[src/rtl/stdp_weight_update.sv]
// Single-synapse STDP learning rule with exponential-style pre/post traces.
// Optional macro STDP_WEIGHT_LOAD_EN adds a direct weight load port (w_load, w_data).
module stdp_weight_update #(
   parameter int unsigned W_INIT      = 64,
   parameter int unsigned W_MAX       = 200,
   parameter int unsigned TRACE_SET   = 128,
   parameter int unsigned DECAY_SHIFT = 2,
   parameter int unsigned LTP_SHIFT   = 3,
   parameter int unsigned LTD_SHIFT   = 4
) (
   input  logic       clk,
   input  logic       rst_n,
   input  logic       pre_spike,
   input  logic       post_spike,
   input  logic       learn_en,
`ifdef STDP_WEIGHT_LOAD_EN
   input  logic       w_load,
   input  logic [7:0] w_data,
`endif
   output logic [7:0] current,
   output logic [7:0] weight,
   output logic [7:0] pre_trace,
   output logic [7:0] post_trace,
   output logic       ltp_pulse,
   output logic       ltd_pulse
);

   localparam int unsigned DW = 8;
   localparam int unsigned SW = 10;
   localparam logic signed [SW-1:0] W_MAX_S = SW'(W_MAX);

   logic [DW-1:0]        pre_trace_next, post_trace_next;
   logic [DW-1:0]        ltp, ltd;
   logic signed [SW-1:0] w_sum;
   logic [DW-1:0]        weight_next, current_next;
   logic                 ltp_next, ltd_next;

   // Spike reloads the trace; otherwise it decays geometrically and snaps to 0 when small.
   function automatic logic [DW-1:0] trace_step(input logic spike, input logic [DW-1:0] t);
      if (spike)
         return DW'(TRACE_SET);
      else if (t < DW'(1 << DECAY_SHIFT))
         return '0;
      else
         return t - (t >> DECAY_SHIFT);
   endfunction

   always_comb begin
      pre_trace_next  = trace_step(pre_spike, pre_trace);
      post_trace_next = trace_step(post_spike, post_trace);
      ltp             = post_spike ? (pre_trace >> LTP_SHIFT) : '0;
      ltd             = pre_spike ? (post_trace >> LTD_SHIFT) : '0;
      w_sum           = SW'(weight) + SW'(ltp) - SW'(ltd);
      current_next    = pre_spike ? weight : '0;
      weight_next     = weight;
      ltp_next        = 1'b0;
      ltd_next        = 1'b0;
      if (learn_en) begin
         if (w_sum[SW-1])
            weight_next = '0;
         else if (w_sum > W_MAX_S)
            weight_next = DW'(W_MAX);
         else
            weight_next = w_sum[DW-1:0];
         ltp_next = (ltp != '0);
         ltd_next = (ltd != '0);
      end
`ifdef STDP_WEIGHT_LOAD_EN
      // Direct load wins over learning and silences the event flags.
      if (w_load) begin
         weight_next = (w_data > DW'(W_MAX)) ? DW'(W_MAX) : w_data;
         ltp_next    = 1'b0;
         ltd_next    = 1'b0;
      end
`endif
   end

   always_ff @(posedge clk) begin
      if (!rst_n) begin
         weight     <= DW'(W_INIT);
         pre_trace  <= '0;
         post_trace <= '0;
         current    <= '0;
         ltp_pulse  <= 1'b0;
         ltd_pulse  <= 1'b0;
      end else begin
         weight     <= weight_next;
         pre_trace  <= pre_trace_next;
         post_trace <= post_trace_next;
         current    <= current_next;
         ltp_pulse  <= ltp_next;
         ltd_pulse  <= ltd_next;
      end
   end

endmodule

[config.mk]
export PLATFORM = sky130hd
export DESIGN_NAME = stdp_weight_update
export DESIGN_NICKNAME = d
export VERILOG_FILES = /design/src/rtl/stdp_weight_update.sv
export SDC_FILE = /design/constraint.sdc
export NUM_CORES = 1
export LEC_CHECK = 0
export ABC_AREA = 1
export CORE_MARGIN = 2
export CORE_UTILIZATION = 40
export CTS_BUF_LIST = sky130_fd_sc_hd__clkbuf_4
export DETAILED_ROUTE_END_ITERATION = 7
export RECOVER_POWER = 50
export SLEW_MARGIN = 20
export SYNTH_ARGS = -nofsm -noshare
export SYNTH_HDL_FRONTEND = slang
export SYNTH_SLANG_ARGS = --single-unit
[constraint.sdc]
create_clock -name clk -period 6.7 [get_ports clk]
set_clock_uncertainty 0.15 [all_clocks]
set_input_delay 1.34 -clock clk [delete_from_list [all_inputs] [get_ports clk]]
set_output_delay 1.34 -clock clk [all_outputs]
set_load 0.02 [all_outputs]
# Yosys cells after proc, flatten, opt, wreduce, memory -nomap -nowiden
# Index checks and enable logic that the tools add are counted.
[totals] ff_bits=34 wordCells=30 output_inout_bits=34 inputBits=5
[classes] reduce_logical=6 bitwise_logic=1 order_cmp=3 n_addsub=4 n_mux=8
[ops] cell="two-way mux 8 bit" n=6
[ops] cell="< comparator 8 x 3 -> 1 bit (second input constant)" n=2
[ops] cell="nonzero test 8 bit" n=2
[ops] cell="subtractor 8 x 6 -> 8 bit" n=2
[ops] cell="greater-than comparator 10 x 9 -> 1 bit (second input constant)" n=1
[ops] cell="subtractor 9 x 4 -> 10 bit" n=1
[ops] cell="adder 8 x 5 -> 9 bit" n=1
[ops] cell="OR reduction 3 bit" n=2
[ops] cell="two-way mux 5 bit" n=1
[ops] cell="two-way mux 4 bit" n=1
[ops] cell="AND reduction 2 bit" n=2
[ops] cell="inverter 1 bit" n=1

# Depth between registers and ports, before layout
[logic_depth] ltp_word=6 ltp_mapped=18 mapped_depth_nobuf=18

# Worst setup path after synthesis
# OpenSTA, ideal clock, no wires.
[synth_path] kind="input-to-reg" from="in pre_spike" to="reg weight[3]" arrival_time_ns=3.158 cell_stages=14 t_required_ns=6.427 n_path_buf=0 setup_ns=0.123 slack_ns=3.269 cell_sequence="nand2_1 > fa_1 > inv_1 > fa_1 > inv_1 > nand2_1 > nand2_2 > nand3_2 > nand3_2 > nand2_2 > nor2_4 > nand3_1 > nand2_1 > a21oi_1"
[synth_via] elab_chain_len=5
[synth_lines] item="start: declaration" line_no="13" text="input logic pre_spike,"
[synth_lines] item="two-way mux 4 bit *" line_no="52" text="ltd = pre_spike ? (post_trace >> LTD_SHIFT) : '0;"
[synth_lines] item="subtractor 9 x 4 -> 10 bit *" line_no="53" text="w_sum = SW'(weight) + SW'(ltp) - SW'(ltd);"
[synth_lines] item="greater-than comparator 10 x 9 -> 1 bit" line_no="61" text="else if (w_sum > W_MAX_S)"
[synth_lines] item="two-way mux 8 bit" line_no="61"
[synth_lines] item="two-way mux 8 bit *" line_no="59" text="if (w_sum[SW-1])"
[synth_lines] item="end signal: assignment" line_no="80" text="weight <= DW'(W_INIT);"
[synth_lines] item="end signal: assignment" line_no="87" text="weight <= weight_next;"
[synth_lines] item="end: declaration" line_no="21" text="output logic [7:0] weight,"
# Every way passes the cells marked *; elsewhere a longest branch is shown, timed or not.
# A chain may end at the register's enable or synchronous reset.

# Worst setup path after layout
[layout_path] from="in pre_spike" to="reg weight[1]"
# The elaborated chain is that of the path after synthesis.

==> qor.yml <==
slowest_stage: "sky130_fd_sc_hd__clkdlybuf4s50_1"
clock.fmax_mhz: 257.3
mostFrequentLayoutCells: "67 x sky130_fd_sc_hd__inv_1, 67 x sky130_fd_sc_hd__nand2_1, 34 x sky130_fd_sc_hd__dfxtp_1"
grt_pass1_wl_um: 8894
h_tree_depth: 2
finish.net_count: 400
drt-vias-per-instance: 4.797
synth_cell_type_count: 31
synth_warnings: 0
clk_pin_slew_worst_paths_ps: 100
fp.dieW_um: 79.56
cts-root-to-sink-buffers: 2
first_pass_iters: 4
synth-xor-area-share_pct: 1.534
synth_compound_area_share_pct: 11.95
num_rows: 27
worst-endpoint-arrival_ps: 3990
min_period_over_period_pct: 58.00
setup.worst_path.class: "primary input to flop"
flow.area_growth_from_synthesis_pct: 24.00
syn_inst: 320
setup_repair_after_global_routing_missed_its_margin: "false"
drc: 0
max_cap_viol_count: 0
timing.critical_path.fanout_max: 8
drt_first_iter_violations: 158
post-dp-hpwl_um: 4046
synth.yosys.seq_area_share_pct: 29.81
crit_path_cell_trace: "clkdlybuf4s50_1 > nand2_1 > fa_1 > inv_1 > fa_1 > inv_1 > nand2_1 > nand2_2 > nand3_2 > nand3_2 > nand2_2 > nor2_4 > nand4_1 > a21oi_1"
synth_fp_nets: 355
wl_per_cell_um: 11.84
finalSetupTns_ps: 0
drt-total-wl_um: 5185
num_io_pins: 39
fp.coreArea_um2: 5507
vdd.ir_drop.worst_mv: 0.1773
cts_inserted_buffers: 5
hold_buffers: 0
finalWeightedCongestion: 0.8450
antenna_violations_before_repair: 0
antenna_violating_nets_post_route: 0
min-delay-path-class: "flop to flop"
track_usage_pct: 17.78
floorplan.initialDensity_pct: 41.47
crit_path_end_kind: "flop"
yosys_register_bits: 34
final_period_minus_worst_setup_slack_ps: 3886
post_synthesis_adder_cell_area_fraction_pct: 18.41
worstPathRequired_ps: 6810
num_vias: 2101
setup_violations: 0
synth_top_family_by_area: "simple AND/OR/NAND/NOR gates"
leakagePower_nw: 1.348
cts_tree: "yes"
synth_area_per_cell_um2: 7.136
timing_max_transition_violations_final: 0
tritoncts_num_sinks: 34
dieArea_um2: 6329
synth.area.mux_share_pct: 0
synthesis.area_um2: 2283
worst_pin_slew_ps: 423.4
filler_cell_count: 552
utilization_pct: 51.42
maximum_number_of_pins_on_one_net_before_global_route_repair: 12
post_synth_and_or_nand_nor_area_fraction_pct: 26.96
postCtsResizedCells: 0
cts.repair_timing.setup_buffer_count: 0
hold_viol: 0
max_slew_margin_pct: 71.47
run_status: "completed"
startpoint_type: "primary input"
port_buffers: 38
antenna_cells: 0
clock_insertion_delay_worst_skew_ps: 340
die_h_um: 79.56
cellPowerDensity_nw_per_um2: 344.6
globalRouteOverflowTotal: 0
root_cell_of_the_clock_tree: "sky130_fd_sc_hd__clkbuf_4"
proportion_of_layout_cells_with_a_drive_suffix_above_1_pct: 7.104
via_count_of_the_first_global_routing_pass: 1984
slowest_delay_ps: 600
## routing by layer
metal  share of wire, %  global-route usage, %
met1                 49                  23.58
met2                 48                  30.08
met3                3.2                  3.394
met4               0.42                  3.621
met5                  0                      0
## final timing paths
path	from	end	slack, ps	cells after the start
setup / recovery	pre_spike	weight[1]	2810	14
hold / removal	weight[2]	weight[2]	350	2
setup reg to reg	post_trace[5]	weight[1]	3970	13
hold reg to reg	weight[2]	weight[2]	350	2
## stage by stage
step / total power [mW] / std cells / setup WS [ps] / hold WS [ps] / instance area [µm²]
after floorplan: 0.6921 / 320 / 3269 / 382.5 / 2283
after global placement: 0.8270 / 430 / 2519 / 328.9 / 2754
after detailed placement: 0.8291 / 430 / 2500 / 333.0 / 2754
after CTS: 0.9845 / 438 / 2827 / 348.3 / 2831
after global routing: 1.067 / 438 / 2613 / 377.7 / 2831
final: 0.9756 / 438 / 2814 / 353.7 / 2831
## power by group
part	total, mW	internal (mW)	leakage [nW]	switching (mW)
combinational	0.576	0.218	1.03	0.358
clock	0.152	0.0773	0.0450	0.0747
sequential	0.248	0.225	0.276	0.0228
## state kept, by name, indices dropped and copies added, names as in the netlist
| name | flops |
|---|---|
| current | 8 |
| ltd_pulse | 1 |
| ltp_pulse | 1 |
| post_trace | 8 |
| pre_trace | 8 |
| weight | 8 |
## logic make-up (layout without fill, tap and decap cells)
kind of cell / Yosys count / count (layout)
AO/OA/AOI/OAI: 47 / 47
XOR/XNOR: 4 / 4
adder cells (fa/ha/maj): 30 / 30
buffers and inverters: 69 / 115
flip-flops: 34 / 34
AND/OR/NAND/NOR: 136 / 136
## area by class of cell
type / count / area (µm²) / share of cell area [%]
Timing Repair Buffer: 38 / 380.4 / 13.43
Sequential cell: 34 / 680.7 / 24.04
Multi-Input combinational cell: 217 / 1344 / 47.46
Clock inverter: 3 / 40.04 / 1.414
Tap cell: 72 / 90.09 / 3.182
Inverter: 69 / 259.0 / 9.147
Clock buffer: 5 / 37.54 / 1.326
## synth_stat cells
library cell	count	area share [%]
sky130_fd_sc_hd__a21oi_1	27	5.9
sky130_fd_sc_hd__nand3_1	14	3.1
sky130_fd_sc_hd__o21bai_1	3	0.99
sky130_fd_sc_hd__o211ai_1	1	0.33
sky130_fd_sc_hd__nor4_1	1	0.27
sky130_fd_sc_hd__inv_1	67	11
sky130_fd_sc_hd__clkinv_1	1	0.16
sky130_fd_sc_hd__nand3_2	3	1.3
sky130_fd_sc_hd__nand4_1	7	1.9
sky130_fd_sc_hd__ha_1	24	13
sky130_fd_sc_hd__a31oi_1	1	0.27
sky130_fd_sc_hd__o21ai_0	10	2.2
sky130_fd_sc_hd__nor2_1	27	4.4
sky130_fd_sc_hd__or2_2	1	0.27
sky130_fd_sc_hd__nor3_1	2	0.44
sky130_fd_sc_hd__a211oi_1	1	0.33
sky130_fd_sc_hd__a21boi_2	1	0.49
sky130_fd_sc_hd__a41oi_1	1	0.38
sky130_fd_sc_hd__fa_1	6	5.3
sky130_fd_sc_hd__xnor2_1	1	0.38
sky130_fd_sc_hd__nand2_1	67	11
sky130_fd_sc_hd__nand3b_1	1	0.33
sky130_fd_sc_hd__nor3b_1	2	0.66
sky130_fd_sc_hd__inv_2	1	0.16
sky130_fd_sc_hd__nor2_2	1	0.27
sky130_fd_sc_hd__nand2_2	9	2.5
sky130_fd_sc_hd__dfxtp_1	34	30
sky130_fd_sc_hd__xor2_1	3	1.2
sky130_fd_sc_hd__nor2_4	1	0.49
sky130_fd_sc_hd__o31ai_1	1	0.33
sky130_fd_sc_hd__a21oi_4	1	0.71
## worst max-delay path: cells and delay by family
family	cells	cell delay, ps
AOI/OAI and AO/OA	1	140
buffers and inverters	3	750
adders and majority gates	2	1000
and+or+nand+nor	8	750
Note: power is estimated with default switching activity, not from simulation.
